--- src/rtl/fifo_ctrl.sv ---
// -----------------------------------------------------------------------------
// fifo_ctrl
//
// Synchronous FIFO controller for an external simple dual-port memory with a
// registered read port. This block owns the write/read pointers, the count of
// words sitting in memory, flow control, and the one-cycle read latency. The
// memory's read register doubles as the output stage. Total capacity is
// therefore DEPTH words in memory plus one in the output stage.
//
// Ports:
//   clk, rst_n              - single clock, asynchronous active-low reset
//   s_valid/s_ready/s_data  - write stream (valid/ready)
//   m_valid/m_ready/m_data  - read stream (valid/ready), m_data = mem_rd_data
//   mem_wr_en/addr/data     - memory write port
//   mem_rd_en/addr          - memory read port request
//   mem_rd_data             - memory registered read data (holds when !rd_en)
//   count                   - words held (memory plus output stage)
//
// Optional build macro FIFO_CTRL_ALMOST_FLAGS_EN adds parameters AF_LEVEL and
// AE_LEVEL and the registered outputs almost_full / almost_empty.
// -----------------------------------------------------------------------------
module fifo_ctrl #(
    parameter int DATA_WIDTH = 8,
    parameter int DEPTH      = 16,
    parameter int ADDRSIZE   = $clog2(DEPTH),
    parameter int CNTSIZE    = $clog2(DEPTH + 2)
`ifdef FIFO_CTRL_ALMOST_FLAGS_EN
    ,
    parameter int AF_LEVEL   = DEPTH - 1,
    parameter int AE_LEVEL   = 1
`endif
) (
    input  logic                  clk,
    input  logic                  rst_n,
    input  logic                  s_valid,
    output logic                  s_ready,
    input  logic [DATA_WIDTH-1:0] s_data,
    output logic                  m_valid,
    input  logic                  m_ready,
    output logic [DATA_WIDTH-1:0] m_data,
    output logic                  mem_wr_en,
    output logic [ADDRSIZE-1:0]   mem_wr_addr,
    output logic [DATA_WIDTH-1:0] mem_wr_data,
    output logic                  mem_rd_en,
    output logic [ADDRSIZE-1:0]   mem_rd_addr,
    input  logic [DATA_WIDTH-1:0] mem_rd_data,
    output logic [CNTSIZE-1:0]    count
`ifdef FIFO_CTRL_ALMOST_FLAGS_EN
    ,
    output logic                  almost_full,
    output logic                  almost_empty
`endif
);

    localparam logic [ADDRSIZE-1:0] LAST_ADDR = ADDRSIZE'(DEPTH - 1);
    localparam logic [CNTSIZE-1:0]  FULL_CNT  = CNTSIZE'(DEPTH);

    logic [ADDRSIZE-1:0] wr_ptr_q, wr_ptr_d;
    logic [ADDRSIZE-1:0] rd_ptr_q, rd_ptr_d;
    logic [CNTSIZE-1:0]  mem_cnt_q, mem_cnt_d;
    logic                m_valid_q, m_valid_d;
    logic                push, fetch, pop;

    always_comb begin
        // NOTE: every signal gets a default before any branch so no path can
        // leave it unassigned and infer a latch.
        wr_ptr_d  = wr_ptr_q;
        rd_ptr_d  = rd_ptr_q;
        mem_cnt_d = mem_cnt_q;
        m_valid_d = m_valid_q;

        // Readiness depends only on registered state (and reset), never on
        // m_ready, so a slot freed by a fetch while full opens next cycle.
        s_ready = rst_n && (mem_cnt_q != FULL_CNT);
        push    = s_valid && s_ready;
        pop     = m_valid_q && m_ready;
        // Refill the output register whenever it is empty or being drained.
        // mem_cnt_q is pre-edge, so a fetch never hits this cycle's write slot.
        fetch   = (mem_cnt_q != '0) && (!m_valid_q || m_ready);

        if (push) begin
            wr_ptr_d = (wr_ptr_q == LAST_ADDR) ? '0 : wr_ptr_q + 1'b1;
        end
        if (fetch) begin
            rd_ptr_d = (rd_ptr_q == LAST_ADDR) ? '0 : rd_ptr_q + 1'b1;
        end

        case ({push, fetch})
            2'b10:   mem_cnt_d = mem_cnt_q + 1'b1;
            2'b01:   mem_cnt_d = mem_cnt_q - 1'b1;
            default: mem_cnt_d = mem_cnt_q;
        endcase

        if (fetch) begin
            m_valid_d = 1'b1;
        end else if (pop) begin
            m_valid_d = 1'b0;
        end
    end

    // NOTE: only control state is reset; the words live in the external
    // memory and are never cleared, since m_valid gates any stale read data.
    always_ff @(posedge clk or negedge rst_n) begin
        if (!rst_n) begin
            wr_ptr_q  <= '0;
            rd_ptr_q  <= '0;
            mem_cnt_q <= '0;
            m_valid_q <= 1'b0;
        end else begin
            // NOTE: non-blocking assignments so every flop samples pre-edge
            // values regardless of statement order.
            wr_ptr_q  <= wr_ptr_d;
            rd_ptr_q  <= rd_ptr_d;
            mem_cnt_q <= mem_cnt_d;
            m_valid_q <= m_valid_d;
        end
    end

    assign mem_wr_en   = push;
    assign mem_wr_addr = wr_ptr_q;
    assign mem_wr_data = s_data;
    assign mem_rd_en   = fetch;
    assign mem_rd_addr = rd_ptr_q;
    assign m_valid     = m_valid_q;
    assign m_data      = mem_rd_data;
    assign count       = mem_cnt_q + CNTSIZE'(m_valid_q);

`ifdef FIFO_CTRL_ALMOST_FLAGS_EN
    logic [CNTSIZE-1:0] count_d;
    logic               almost_full_q, almost_full_d;
    logic               almost_empty_q, almost_empty_d;

    // Flags are registered from the next-state count so they line up with
    // the count output in the same cycle.
    always_comb begin
        count_d        = mem_cnt_d + CNTSIZE'(m_valid_d);
        almost_full_d  = int'(count_d) >= AF_LEVEL;
        almost_empty_d = int'(count_d) <= AE_LEVEL;
    end

    always_ff @(posedge clk or negedge rst_n) begin
        if (!rst_n) begin
            almost_full_q  <= 1'b0;
            almost_empty_q <= 1'b1;
        end else begin
            almost_full_q  <= almost_full_d;
            almost_empty_q <= almost_empty_d;
        end
    end

    assign almost_full  = almost_full_q;
    assign almost_empty = almost_empty_q;
`else
    // Occupancy is reported through count only in this build.
`endif

endmodule

--- config.mk ---
export PLATFORM = sky130hd
export DESIGN_NAME = fifo_ctrl
export DESIGN_NICKNAME = d
export VERILOG_FILES = /design/src/rtl/fifo_ctrl.sv
export SDC_FILE = /design/constraint.sdc
export NUM_CORES = 1
export LEC_CHECK = 0
export CAP_MARGIN = 10
export CORE_UTILIZATION = 35
export DETAILED_ROUTE_END_ITERATION = 6
export GPL_TIMING_DRIVEN = 0
export PLACE_DENSITY = 0.84
export SKIP_CTS_REPAIR_TIMING = 1
export SYNTH_ARGS = -nofsm -noshare
export SYNTH_HDL_FRONTEND = slang
export SYNTH_SLANG_ARGS = --single-unit
--- constraint.sdc ---
create_clock -name clk -period 2.15 [get_ports clk]
set_input_delay 0.43 -clock clk [delete_from_list [all_inputs] [get_ports clk]]
set_output_delay 0.43 -clock clk [all_outputs]
set_load 0.05 [all_outputs]
==> key figures, run 1 <==
Placed design
  – Dpl hpwl: between 1500 and 2000 um
  – Dpl ws: -0.992 ns
  – Area post-placement: about 0.0015 mm2
  – Buffers on Ports: 36
  – GP Congestion: ~0.83

Clocking
  – Sink Count: 14
  – CTS clk-pin slew, worst paths: 0.09 ns
  – Latest clock arrival within the worst-skew pair: about 0.30 ns
  – Num CTS Buffers: 3
  – Clock root cell: clkbuf_4
  – Max H-tree Level: 1
  – Clock buffer depth: 2
  – CTS tree: done

Logic synthesis
  – Async S/R FF share, synth: between 90% and 100%
  – Synth cell types: 37
  – Top cells by area, synth: dfrtp_1 (34%), buf_4 (12%), ha_1 (9.8%), xnor2_1 (4.3%), mux2_4 (2.9%)
  – Register bit total from synthesis: 14
  – Most frequent cells after synthesis: buf_4 (16), dfrtp_1 (14), ha_1 (8)
  – Ys flop type: dfrtp_1
  – Top-area cell type share of the netlist area: around 34%
  – Syn Inst Count: 98
  – Sequential share of the synthesized area: between 30% and 40%
  – Number of enable flip-flop cells after synthesis: 0
  – Post-Synthesis Net Count: approximately 130
  – Count leader, synth: buf_4
  – Synthesized area per cell: approximately 10 um2
  – Yosys Warn Count: 0
  – Largest area contributor in the netlist: dfrtp_1
  – Post-Syn Area: between 0.001 and 0.0015 mm2

Detailed routing
  – Drt total wl: 2640 um
  – Mean number of vias per cell: about 5.3
  – DR iter-0 viols: 12
  – ANT nets after route: 0
  – Via Count: approximately 930
  – Drt pass-1 iters: 4
  – DRC: 0
  – Wire per inst: 14.9 um

Hold path
  – Worst min-delay path class: in -> async

Floorplanning
  – Row count: 19
  – Die height: 56.0 um
  – Starting Density: about 37%
  – I/O Pins: between 50 and 60
  – Die W: 56.0 um
  – Die area: about 0.0031 mm2
  – Core region area: 0.00276 mm2

Timing
  – Post-route minimum period: between 2 and 2.5 ns
  – Setup TNS: -0.462 ns
  – Final setup skew: about 0.0077 ns
  – Setup violations, final: 4
  – Max-slew violations: 0
  – Worst setup margin: -0.267 ns
  – Period utilisation layout: 112%
  – Max Clk Rate: 414 MHz
  – Worst-Margin Slew: between 0.5 and 0.6 ns
  – Hold violation count in the final report: 0
  – Worst relative slew slack: between 60% and 70%
  – RSZ-0062 raised after global routing: yes

Critical path
  – Worst-path cell chain: clkdlybuf4s50_1, nand2b_4, a21bo_4, inv_6, ha_4, clkinvlp_4, fa_2, nor2b_4, o2111ai_2, o311ai_2, o211ai_1
  – Critical path launch point type: input port
  – Worst path required time: between 2 and 2.5 ns
  – Endpoint class of the critical path: flip-flop
  – Max incr delay on CP: ~0.46 ns
  – Arr. time, crit path: between 2 and 3 ns
  – Crit-path slowest cell: clkdlybuf4s50_1
  – Crit Path Class: in -> reg
  – CP Max Fanout: 6

GRT
  – Vias in the first global route: between 900 and 1000
  – Total global routing overflow: 0
  – Overall Global Routing Usage: 16.4%
  – Pin count of the biggest net entering global routing: 17
  – Initial antenna violation count: 0
  – First-pass GRT wire length: 4010 um

Pwr
  – Leakage: around 0.00073 uW
  – Maximum VDD drop: between 0.001 and 0.0015 V
  – Pwr/cell area: about 1700 mW/mm2

Outcome
  – Status: finished with violations
  – Violated checks: negative setup slack

Cells and area
  – P&R area growth vs syn: 58.5%
  – ANT cells: 0
  – Nets: 177
  – Layout cell share with drive strength beyond 1: a little under half
  – Final Instance Area: 0.00162 mm2

Run
  – Max_cap viols: 0
-- critical path: cells and delay by family --
kind	cells	cell delay, ns
adders and majority gates	2	0.62
and+or+nand+nor	2	0.30
AOI/OAI and AO/OA	4	0.59
buffers and inverters	3	0.65
-- placed cells by master, fill, tap and decap left out, types with 2 or more instances in the layout --
cell type,instances
dfrtp_2,5
ha_4,2
inv_1,4
buf_6,2
o21ai_1,2
a21o_1,3
mux2_4,2
nand3_1,3
clkdlybuf4s50_1,27
buf_4,26
dfrtp_1,9
xor2_1,3
nand2_1,7
xnor2_1,4
dlymetal6s2s_1,2
a41oi_1,3
buf_2,2
ha_1,5
clkbuf_2,3
clkbuf_4,3
-- power breakdown --
group / internal, uW / leakage, uW / switching, uW / total (uW)
combinational: 811 / 0.000561 / 1220 / 2030
clock: 65.5 / 0.0000138 / 91.7 / 157
sequential: 404 / 0.000159 / 220 / 624
-- metal layers --
metal | up-vias | global-route usage (%) | share of wire [%]
met5 | - | 0 | 0
met4 | 0 | 9.06 | 3.0
met3 | 11 | 5.12 | 5.9
met2 | 45 | 27.6 | 53
met1 | 446 | 18.3 | 38
li1 | 432 | - | -
-- sequential cells by signal, indices dropped and copies added (netlist names) --
register     flops
m_valid          1
mem_cnt_q        5
mem_wr_addr      4
mem_rd_addr      4
-- through the flow --
stage	hold slack (ns)	util, %	power [uW]	std cells
2_1_floorplan	0.134	-	1920	98
3_3_place_gp	0.525	52.9	2360	165
3_5_place_dp	0.540	52.9	2460	165
4_1_cts	0.552	53.7	2610	168
5_1_grt	0.0767	58.6	2980	177
6_report	0.0475	58.6	2810	177
-- area by class of cell --
| cell class | instances | area [um2] |
|---|---|---|
| Multi-Input combinational cell | 60 | 623 |
| Buffer | 17 | 125 |
| Inverter | 7 | 37.5 |
| Timing Repair Buffer | 45 | 413 |
| Tap cell | 31 | 38.8 |
| Sequential cell | 14 | 357 |
| Fill cell | 222 | 1140 |
| Clock buffer | 3 | 22.5 |
-- path summary, 6_finish.rpt --
kind                       cells past startpoint           start  slack (ns)             end
min                                            1           rst_n        0.05    mem_cnt_q[3]
max reg2reg                                   10    mem_cnt_q[1]       -0.26    mem_cnt_q[4]
min in group clk                               1  mem_wr_addr[3]        0.55  mem_wr_addr[3]
min reg2reg                                    1  mem_wr_addr[3]        0.55  mem_wr_addr[3]
max                                           11         m_ready       -0.27    mem_cnt_q[4]
max in group asynchronous                      1           rst_n        1.77         m_valid
-- logic make-up after synthesis --
logic type | count (synthesis) | share of synthesized area [%]
multiplexers | 3 | 3.93
flip-flops | 14 | 34.4
buffers and inverters | 24 | 15.1
adder cells (fa/ha/maj) | 9 | 11.8
XOR/XNOR | 8 | 6.87
AND/OR/NAND/NOR | 21 | 12.9
AO/OA/AOI/OAI | 19 | 15.1
Note: power is estimated with default switching activity, not from simulation.
==> run 2, diff against run 1 <==
Settings changed: CTS_BUF_LIST from default to sky130_fd_sc_hd__clkbuf_16, HOLD_SLACK_MARGIN from default to 0.02, RECOVER_POWER from default to 25.
==> run 2 against run 1 <==
Net effect:
- the flow still finishes with violations (negative setup slack)
- wire length grew 3.1%
- via count rose by 2.6%
- critical path depth fell by 2
- die area did not move
- setup slack lost 0.033 ns
- global-route usage increased by 0.35 points
- design area up 5.7%
- critical path type is now reg -> reg
- largest cell class unchanged
- highest routed layer unchanged
==> key figures, run 2 (same netlist as run 1, synthesis figures left out) <==
Critical path
  – Worst-path cell chain: nor4_4, buf_4, a21bo_4, clkinv_4, ha_4, ha_2, or3_1, o311ai_2, o211ai_1
  – Max incr delay on CP: around 0.45 ns
  – Critical path launch point type: flip-flop
  – Crit Path Class: reg -> reg
  – Endpoint class of the critical path: flip-flop
  – Arr. time, crit path: 2.56 ns
  – Crit-path slowest cell: dfrtp_2
  – Worst path required time: around 2.3 ns
  – CP Max Fanout: 6

Outcome
  – Violated checks: negative setup slack
  – Status: finished with violations

Clocking
  – Sink Count: 14
  – CTS clk-pin slew, worst paths: around 0.040 ns
  – Clock root cell: clkbuf_16
  – Latest clock arrival within the worst-skew pair: around 0.24 ns
  – Num CTS Buffers: 3
  – Clock buffer depth: 2
  – CTS tree: done
  – Max H-tree Level: 1

GRT
  – First-pass GRT wire length: about 4000 um
  – Overall Global Routing Usage: between 15 and 20%
  – Vias in the first global route: 940
  – Pin count of the biggest net entering global routing: 17
  – Total global routing overflow: 0
  – Initial antenna violation count: 0

Cells and area
  – P&R area growth vs syn: 67.6%
  – Layout cell share with drive strength beyond 1: ~47%
  – Max FFs per register: 5
  – Leading cell type in the layout, fill and taps excluded: buf_4
  – Nets: between 150 and 200
  – Non-Filler Instances: between 150 and 200
  – ANT cells: 0
  – Most frequent cells in the layout: buf_4 (29), clkdlybuf4s50_1 (26), dfrtp_1 (9)
  – Top reg by flops: mem_cnt_q

Run
  – Max_cap viols: 0

Floorplanning
  – Starting Density: about 37%
  – Die W: around 56 um
  – Die area: 0.00313 mm2
  – Die height: 56.0 um
  – Core region area: between 0.002 and 0.003 mm2
  – I/O Pins: 53
  – Row count: 19

Placed design
  – Buffers on Ports: 36
  – Dpl ws: -0.992 ns
  – GP Congestion: ~0.83
  – Dpl hpwl: 1880 um
  – Placed cell count: 165

Timing
  – Hold violation count in the final report: 0
  – Max Clk Rate: 408 MHz
  – Worst-Margin Slew: between 0.5 and 0.6 ns
  – Worst setup margin: -0.300 ns
  – Max-slew violations: 0
  – Setup violations, final: 4
  – Period utilisation layout: 114%
  – Worst relative slew slack: between 60% and 70%
  – Setup TNS: -0.676 ns
  – RSZ-0062 raised after global routing: yes
  – Post-route minimum period: between 2 and 2.5 ns
  – Final setup skew: around 0.00044 ns

Detailed routing
  – DRC: 0
  – Drt total wl: between 2000 and 3000 um
  – Wire per inst: 15.0 um
  – DR iter-0 viols: 16
  – Drt pass-1 iters: 4
  – Mean number of vias per cell: ~5.3
  – Via Count: approximately 960
  – ANT nets after route: 0

Pwr
  – Overall power: 3060 uW
  – Leakage: roughly 0.00080 uW
  – Pwr/cell area: between 1500 and 2000 mW/mm2
  – Maximum VDD drop: 0.00139 V

Hold path
  – Worst min-delay path class: in -> async
==> run 2: area by class of cell <==
type / count / area, um2
Clock buffer: 3 / 75.1
Buffer: 17 / 125
Tap cell: 31 / 38.8
Multi-Input combinational cell: 60 / 624
Sequential cell: 14 / 357
Fill cell: 199 / 1050
Inverter: 7 / 37.5
Timing Repair Buffer: 49 / 452
==> run 2: metrics by stage <==
step | hold slack, ns | utilization, % | area [um2]
floorplan | 0.134 | - | 1060
global placement | 0.525 | 52.9 | 1460
detailed placement | 0.540 | 52.9 | 1460
CTS | 0.546 | 55.6 | 1530
global route | 0.152 | 62.0 | 1710
finish | 0.118 | 62.0 | 1710
==> run 2: critical path: cells and delay by family (launching register included) <==
kind	cells	cell delay (ns)
compound gates	3	0.50
flops	1	0.45
fa+ha+maj	2	0.41
buf+inv	2	0.24
simple gates	2	0.71
==> run 2: worst paths after layout <==
kind / start / endpoint / slack, ns / cells after the start
worst min register to register: mem_wr_addr[3] / mem_wr_addr[3] / 0.55 / 1
min in group clk: m_ready / m_valid / 0.51 / 3
max in group asynchronous: rst_n / m_valid / 1.71 / 1
worst max register to register: mem_cnt_q[0] / mem_cnt_q[4] / -0.30 / 9
worst max-delay path: mem_cnt_q[0] / mem_cnt_q[4] / -0.30 / 9
worst min-delay path: rst_n / mem_cnt_q[4] / 0.12 / 1
==> run 2: per-layer routing <==
metal  wire [um]  share of wire [%]  up-vias  track usage [%]
met2        1460                 54       56             27.9
met4          44                1.6        0             8.71
met5           0                  0        -                0
li1            -                  -      442                -
met3         192                7.1        5             5.12
met1        1020                 38      455             19.3
==> run 2: power breakdown <==
| part | switching, uW | total (uW) | internal, uW |
|---|---|---|---|
| registers | 212 | 618 | 406 |
| clock network | 105 | 349 | 243 |
| logic | 1240 | 2100 | 855 |
| total | 1560 | 3060 | 1500 |
